**config.mk**
```make
export PLATFORM = sky130hd
export DESIGN_NAME = mem_loader
export DESIGN_NICKNAME = d
export VERILOG_FILES = /design/src/rtl/mem_loader_pkg.sv /design/src/rtl/mem_loader.sv
export SDC_FILE = /design/constraint.sdc
export NUM_CORES = 1
export LEC_CHECK = 0
export ABC_AREA = 1
export BUFFER_PORTS_ARGS = -buffer_cell sky130_fd_sc_hd__buf_4
export CORE_MARGIN = 2
export CORE_UTILIZATION = 45
export CTS_CLUSTER_DIAMETER = 80
export DETAILED_ROUTE_END_ITERATION = 10
export GPL_TIMING_DRIVEN = 0
export MAX_ROUTING_LAYER = met4
export PLACE_DENSITY = 0.67
export SLEW_MARGIN = 20
export SYNTH_ARGS = -nofsm -noshare
export SYNTH_HDL_FRONTEND = slang
export SYNTH_SLANG_ARGS = --single-unit
```
**constraint.sdc**
```tcl
create_clock -name clk -period 5.85 [get_ports clk]
set_input_delay 0.8775 -clock clk [delete_from_list [all_inputs] [get_ports clk]]
set_output_delay 0.8775 -clock clk [all_outputs]
set_load 0.05 [all_outputs]
```
**src/rtl/mem_loader_pkg.sv**
```systemverilog
// Shared types and constants for the byte-stream memory loader.
// Includes the Apple-1 address map used by instantiators.
package mem_loader_pkg;

    // Loader FSM states
    typedef enum logic [1:0] {
        S_IDLE  = 2'd0,
        S_RECV  = 2'd1,
        S_WRITE = 2'd2,
        S_DONE  = 2'd3
    } state_t;

    localparam int DEF_ADDR_WIDTH = 16;

    // Apple-1 load targets
    localparam logic [15:0] RAM_BASE     = 16'h0000;
    localparam logic [15:0] BASIC_BASE   = 16'hE000;
    localparam logic [15:0] MONITOR_BASE = 16'hFF00;

endpackage

```
**src/rtl/mem_loader.sv**
```systemverilog
// Streams bytes from a valid/ready source into consecutive memory
// addresses, halting the CPU and accumulating an 8-bit checksum.
module mem_loader
    import mem_loader_pkg::*;
#(
    parameter int ADDR_WIDTH = DEF_ADDR_WIDTH,
    parameter int HALT_CPU   = 1
) (
    input  logic                  clk,
    input  logic                  reset,
    input  logic                  start,
    input  logic [ADDR_WIDTH-1:0] base_addr,
    input  logic [ADDR_WIDTH-1:0] length,
    input  logic [7:0]            in_data,
    input  logic                  in_valid,
    output logic                  in_ready,
    output logic [ADDR_WIDTH-1:0] mem_addr,
    output logic [7:0]            mem_dout,
    output logic                  mem_cs,
    output logic                  mem_we,
    output logic                  busy,
    output logic                  done,
    output logic                  cpu_halt,
    output logic [ADDR_WIDTH-1:0] byte_count,
    output logic [7:0]            checksum
);

    localparam logic HALT = (HALT_CPU != 0);

    state_t                  state_q;
    logic [ADDR_WIDTH-1:0]   base_q;
    logic [ADDR_WIDTH-1:0]   len_q;
    logic [ADDR_WIDTH-1:0]   count_q;
    logic [ADDR_WIDTH-1:0]   count_d;
    logic [ADDR_WIDTH-1:0]   addr_d;
    logic [ADDR_WIDTH-1:0]   mem_addr_q;
    logic [7:0]              mem_dout_q;
    logic [7:0]              sum_q;
    logic [7:0]              sum_d;
    logic                    in_ready_q;
    logic                    wr_q;
    logic                    busy_q;
    logic                    done_q;
    logic                    halt_q;

    // Next count, running sum and target address of the pending byte
    always_comb begin
        count_d = count_q + 1'b1;
        sum_d   = sum_q + mem_dout_q;
        addr_d  = base_q + count_q;
    end

    // Loader FSM with all outputs registered
    always_ff @(posedge clk) begin
        if (reset) begin
            state_q    <= S_IDLE;
            base_q     <= '0;
            len_q      <= '0;
            count_q    <= '0;
            sum_q      <= '0;
            mem_addr_q <= '0;
            mem_dout_q <= '0;
            in_ready_q <= 1'b0;
            wr_q       <= 1'b0;
            busy_q     <= 1'b0;
            done_q     <= 1'b0;
            halt_q     <= 1'b0;
        end else begin
            wr_q   <= 1'b0;
            done_q <= 1'b0;
            unique case (state_q)
                S_IDLE: begin
                    if (start) begin
                        base_q  <= base_addr;
                        len_q   <= length;
                        count_q <= '0;
                        sum_q   <= '0;
                        if (length == '0) begin
                            state_q <= S_DONE;
                            done_q  <= 1'b1;
                        end else begin
                            state_q    <= S_RECV;
                            in_ready_q <= 1'b1;
                            busy_q     <= 1'b1;
                            halt_q     <= HALT;
                        end
                    end
                end
                S_RECV: begin
                    if (in_valid && in_ready_q) begin
                        mem_dout_q <= in_data;
                        mem_addr_q <= addr_d;
                        in_ready_q <= 1'b0;
                        wr_q       <= 1'b1;
                        state_q    <= S_WRITE;
                    end
                end
                S_WRITE: begin
                    count_q <= count_d;
                    sum_q   <= sum_d;
                    if (count_d == len_q) begin
                        state_q <= S_DONE;
                        done_q  <= 1'b1;
                        busy_q  <= 1'b0;
                        halt_q  <= 1'b0;
                    end else begin
                        state_q    <= S_RECV;
                        in_ready_q <= 1'b1;
                    end
                end
                S_DONE: begin
                    state_q <= S_IDLE;
                end
                default: begin
                    state_q <= S_IDLE;
                end
            endcase
        end
    end

    assign in_ready   = in_ready_q;
    assign mem_addr   = mem_addr_q;
    assign mem_dout   = mem_dout_q;
    assign mem_cs     = wr_q;
    assign mem_we     = wr_q;
    assign busy       = busy_q;
    assign done       = done_q;
    assign cpu_halt   = halt_q;
    assign byte_count = count_q;
    assign checksum   = sum_q;

endmodule
```
[Word level (Yosys, flattened, before mapping)]
Cells that the tools add are included.
Word-level totals
  register bits: 86
Cells by class
  add/sub/neg operators: 3
  muxes and demuxes: 21
  equal/unequal tests: 9
  reductions and logical operators: 12
  bitwise logic cells: 1
Operators with widths (count)
  $pmux 16 s2: 1
  $add 16x1->16 const B: 1
  $add 16x16->16: 1
  $eq 16x16->1: 1
  $logic_not 16->1: 1
  $mux 16: 1
  $pmux 8 s2: 1
  $ne 2x2->1 const B: 5
  $mux 1: 9
  $add 8x8->8: 1
  $mux 2: 4
  $mux 8: 1
  $pmux 2 s4: 1
  $reduce_and 2->1: 4
  $reduce_and 5->1: 1
  $eq 2x2->1 const B: 2
  $pmux 1 s2: 2
  $reduce_and 4->1: 1
  $pmux 1 s3: 1
  $reduce_bool 3->1: 1
  $eq 2x1->1 const B: 1
  $logic_not 2->1: 1
  $reduce_bool 2->1: 1
  $reduce_or 2->1: 1
  2 further kinds: 2

[Logic depth before layout (Yosys ltp)]
  word-level depth: 4
  mapped depth: 15

[Least setup slack after synthesis]
Ideal clock, no wire load.
  path kind: register to register
  from: reg count_q[0], in the netlist byte_count[0]
  to: reg mem_addr_q[12], in the netlist mem_addr[12]
  cell stages (with the launch flop): 16
  data arrival time: 2.131 ns
  library setup time: 0.113 ns
  clock period less this slack: 2.244 ns
  path slack: 3.606 ns
  cells stage by stage: dfxtp_1 -> ha_1 -> inv_1 -> fa_1 -> inv_1 -> nand3_1 -> nand2_1 -> a21oi_1 -> inv_1 -> nand2_1 -> nand2_1 -> nand2_1 -> nand2_1 -> xor2_1 -> o21ai_1 -> inv_1
Between the ends
  word-level cells in the longest chain between the ends: 1
Ends and longest elaborated chain
  start: declaration: line mem_loader.sv:33  | logic [ADDR_WIDTH-1:0] count_q;
  start signal: assignment: line mem_loader.sv:99  | count_q <= count_d;
  $add 16x16->16: line mem_loader.sv:50  | addr_d = base_q + count_q;
  end signal: assignment: line mem_loader.sv:92  | mem_addr_q <= addr_d;
  end: declaration: line mem_loader.sv:36  | logic [ADDR_WIDTH-1:0] mem_addr_q;
No other way between the ends.
A chain may end at the register's enable or synchronous reset.

[Final worst setup path]
  from: reg count_q[1], in the netlist byte_count[1]
  to: reg done_q, in the netlist done
Between the ends
  word-level cells in the longest chain between the ends: 4
Ends and longest elaborated chain
  $add 16x1->16: line mem_loader.sv:48  | count_d = count_q + 1'b1;
  $eq 16x16->1: line mem_loader.sv:101  | if (count_d == len_q) begin
  $mux 1: line mem_loader.sv:101
  $pmux 1 s2: line mem_loader.sv:71  | unique case (state_q)
  end signal: assignment: line mem_loader.sv:70  | done_q <= 1'b0;
  end signal: assignment: line mem_loader.sv:80  | done_q <= 1'b1;
  end signal: assignment: line mem_loader.sv:103  | done_q <= 1'b1;
  end: declaration: line mem_loader.sv:43  | logic done_q;
No other way between the ends.

==> flow_metrics.tcl <==
set metrics [dict create \
    outcome "finished clean" \
    grt_pass1_vias 4849 \
    regArea_sq_mm 0.00172 \
    fill_cells 1030 \
    clock_latency_ns 0.37 \
    cp_top_family "simple AND/OR/NAND/NOR gates" \
    yosysUniqueCellTypes 40 \
    drc 0 \
    fin_nets 886 \
    final_cell_mix "nand2_1, buf_4, nor2_1" \
    multiInputGateArea_sq_mm 0.00267 \
    ys_seq_elements 86 \
    postLayoutCellArea_sq_mm 0.00596 \
    cts.sinks 86 \
    grt_max_degree 16 \
    routed_via_density 5.22 \
    dr.pass1.iters 5 \
    min_period_ns 2.29 \
    tightest_slew_ns 0.768 \
    ys_seq_area_share_pct 35.5 \
    max_stage_delay_ns 0.51 \
    initial_core_util_pct 46.7 \
    hold_path_class "reg2reg" \
    maxCapViolations 0 \
    drive_gt1_share_pct 17.9 \
    ir_drop_uv 140 \
    grt_pass1_wl_microns 23900 \
    grt-ovfl-total 0 \
    cts_resized 0 \
    dp_slack_ns 3.33 \
    portBuffers 96 \
    fin_crit_sh_pct 39.1 \
    ys_warn_count 0 \
    ant_nets 0 \
    cp-start-kind "flop" \
    gr-usage-all-layers_pct 27.4 \
    fmax_mhz 438 \
    synth-edff-count 0 \
    areaGrowthSynthToFinish_pct 23.0 \
    ctsHoldBuffers 0 \
    cp_slowest_cell "dfxtp_1" \
    synth-main-ff-cell "dfxtp_1" \
    layout_setup_ws_ns 3.56 \
    vias 5001 \
    grt_use_met3_pct 4.42 \
    num_antenna_cells 0 \
    final_common_cell "nand2_1" \
    die_area_sq_mm 0.0116 \
    rsz0062_at_grt "no" \
    syn_area_sq_mm 0.00484 \
    yosys-top-cells-area "dfxtp_1, nand2_1, nor2_1, a21oi_1, o21ai_0" \
    drt-initial-drc-count 282 \
    fp-row-count 37 \
    cp_max_fo 7 \
    final_max_slew_viol_count 0 \
    cts-htree-levels 3 \
    critPathBufInv 0 \
    fin_tns_setup_ns 0 \
    hold_viol_final 0 \
    top_usage_layer "met2" \
    gp_congestion 0.896 \
    coreArea_sq_mm 0.0104 \
    async_flop_share_pct 0 \
    clk_pin_slew_ns 0.10 \
    place_area_sq_mm 0.00573 \
    clock_path_buffers 2 \
    setup_violations 0 \
    met2_usage_pct 43.3 \
    cts_made_buffers 9 \
    cts-root-buf "clkbuf_8" \
    grt_util_met1_pct 35.9 \
    synth_top_area_share_pct 35.5 \
    power_leakage_uw 0.00288 \
    cellPowerDensity_mw_per_mm2 231 \
    dpl.hpwl_microns 11400 \
    max-slew-margin-rel_pct 48.8 \
    die_h_microns 108 \
    crit_required_ns 6.15 \
    final_util_pct 57.4 \
    die_x_microns 108 \
    grt_antenna_before_repair 0 \
    synth.largest_area_cell "dfxtp_1" \
    routedWlPerCell_microns 15.3 \
    fin_skew_ns 0.0149 \
    worstSetupEndpointType "flop" \
    path_cells "ha_1, nand3_1, nor2_1, nand3_1, nand3b_1, nand2_1, nor2_1, nand2_1, nor2_1, nand3_2, a21oi_1" \
    arrival_ns 2.59 \
    crit_type "reg2reg" \
    cts_tree "built" \
    syn-instance-count 710 \
    synth_area_per_cell_sq_um 6.82 \
    post_cts_buffers 0 \
    synth_nets 779 \
    ios 98 \
    finalPower_uw 1370 \
    wl_microns 14600 \
    critical-path-top-cell-by-count "nor2_1" \
]
[layout make-up]
cell class                      instances  share of cell area [%]
Multi-Input combinational cell        509                    44.8
Buffer                                 29                    2.16
Inverter                               86                    5.44
Sequential cell                        86                    28.9
Clock inverter                          6                    1.60
Tap cell                              136                    2.86
Timing Repair Buffer                   96                    12.1
Clock buffer                           10                    2.14
[power by group]
part / leakage, uW / switching [uW] / internal [uW] / total [uW]
Clock: 0.000105 / 238 / 244 / 482
Sequential: 0.000702 / 23.1 / 620 / 643
Combinational: 0.00208 / 164 / 84.3 / 248
Total: 0.00288 / 425 / 949 / 1370
[cells in the mapped netlist, types with 4 or more instances]
master and n:
nand2_1 128, inv_2 4, ha_1 23, buf_4 5, clkbuf_1 22, nor2_1 98, nand2_2 9, a21oi_1 71
dfxtp_1 86, xor2_1 10, xnor2_1 6, inv_1 81, o21ai_0 67, nand4_1 9, nand3_1 53
[state kept, by name (all words and copies together), names as in the netlist, 2 cells and up]
name and count:
state_q 2, len_q 16, mem_addr 16, mem_dout 8
byte_count 16, checksum 8, base_q 16
[through the flow]
step           instances  hold slack [ns]
4_1_cts              958            0.474
2_1_floorplan        710            0.444
6_report             958            0.478
5_1_grt              958            0.503
3_5_place_dp         942            0.462
3_3_place_gp         942            0.456
[routing by layer]
metal / wire length, microns / up-vias
li1: - / 2515
met1: 6730 / 2303
met2: 6710 / 153
met3: 839 / 30
met4: 366 / 0
met5: 0 / -
[worst reg2reg max path: cells and delay by family (launching register included)]
kind	cells	cell delay [ns]
DFF	1	0.51
adders and majority gates	1	0.40
and+or+nand+nor	9	1.14
AOI/OAI and AO/OA	1	0.18
[cells by family (layout without fill, tap and decap cells)]
group	Yosys count	after routing	share of synthesized area, %
and+or+nand+nor	315	315	28.6
AOI/OAI and AO/OA	152	152	16.5
buffers and inverters	115	227	9.35
DFF	86	86	35.5
adders and majority gates	25	25	6.77
xor gates and xnor gates	17	17	3.23
[final timing paths]
| kind | endpoint | slack [ns] | startpoint | cells past startpoint |
|---|---|---|---|---|
| worst max-delay path | done | 3.56 | byte_count[1] | 11 |
| worst min-delay path | len_q[1] | 0.48 | len_q[1] | 2 |
| worst min register to register | len_q[1] | 0.48 | len_q[1] | 2 |
| worst max register to register | done | 3.56 | byte_count[1] | 11 |
Note: power is estimated with default switching activity, not from simulation.
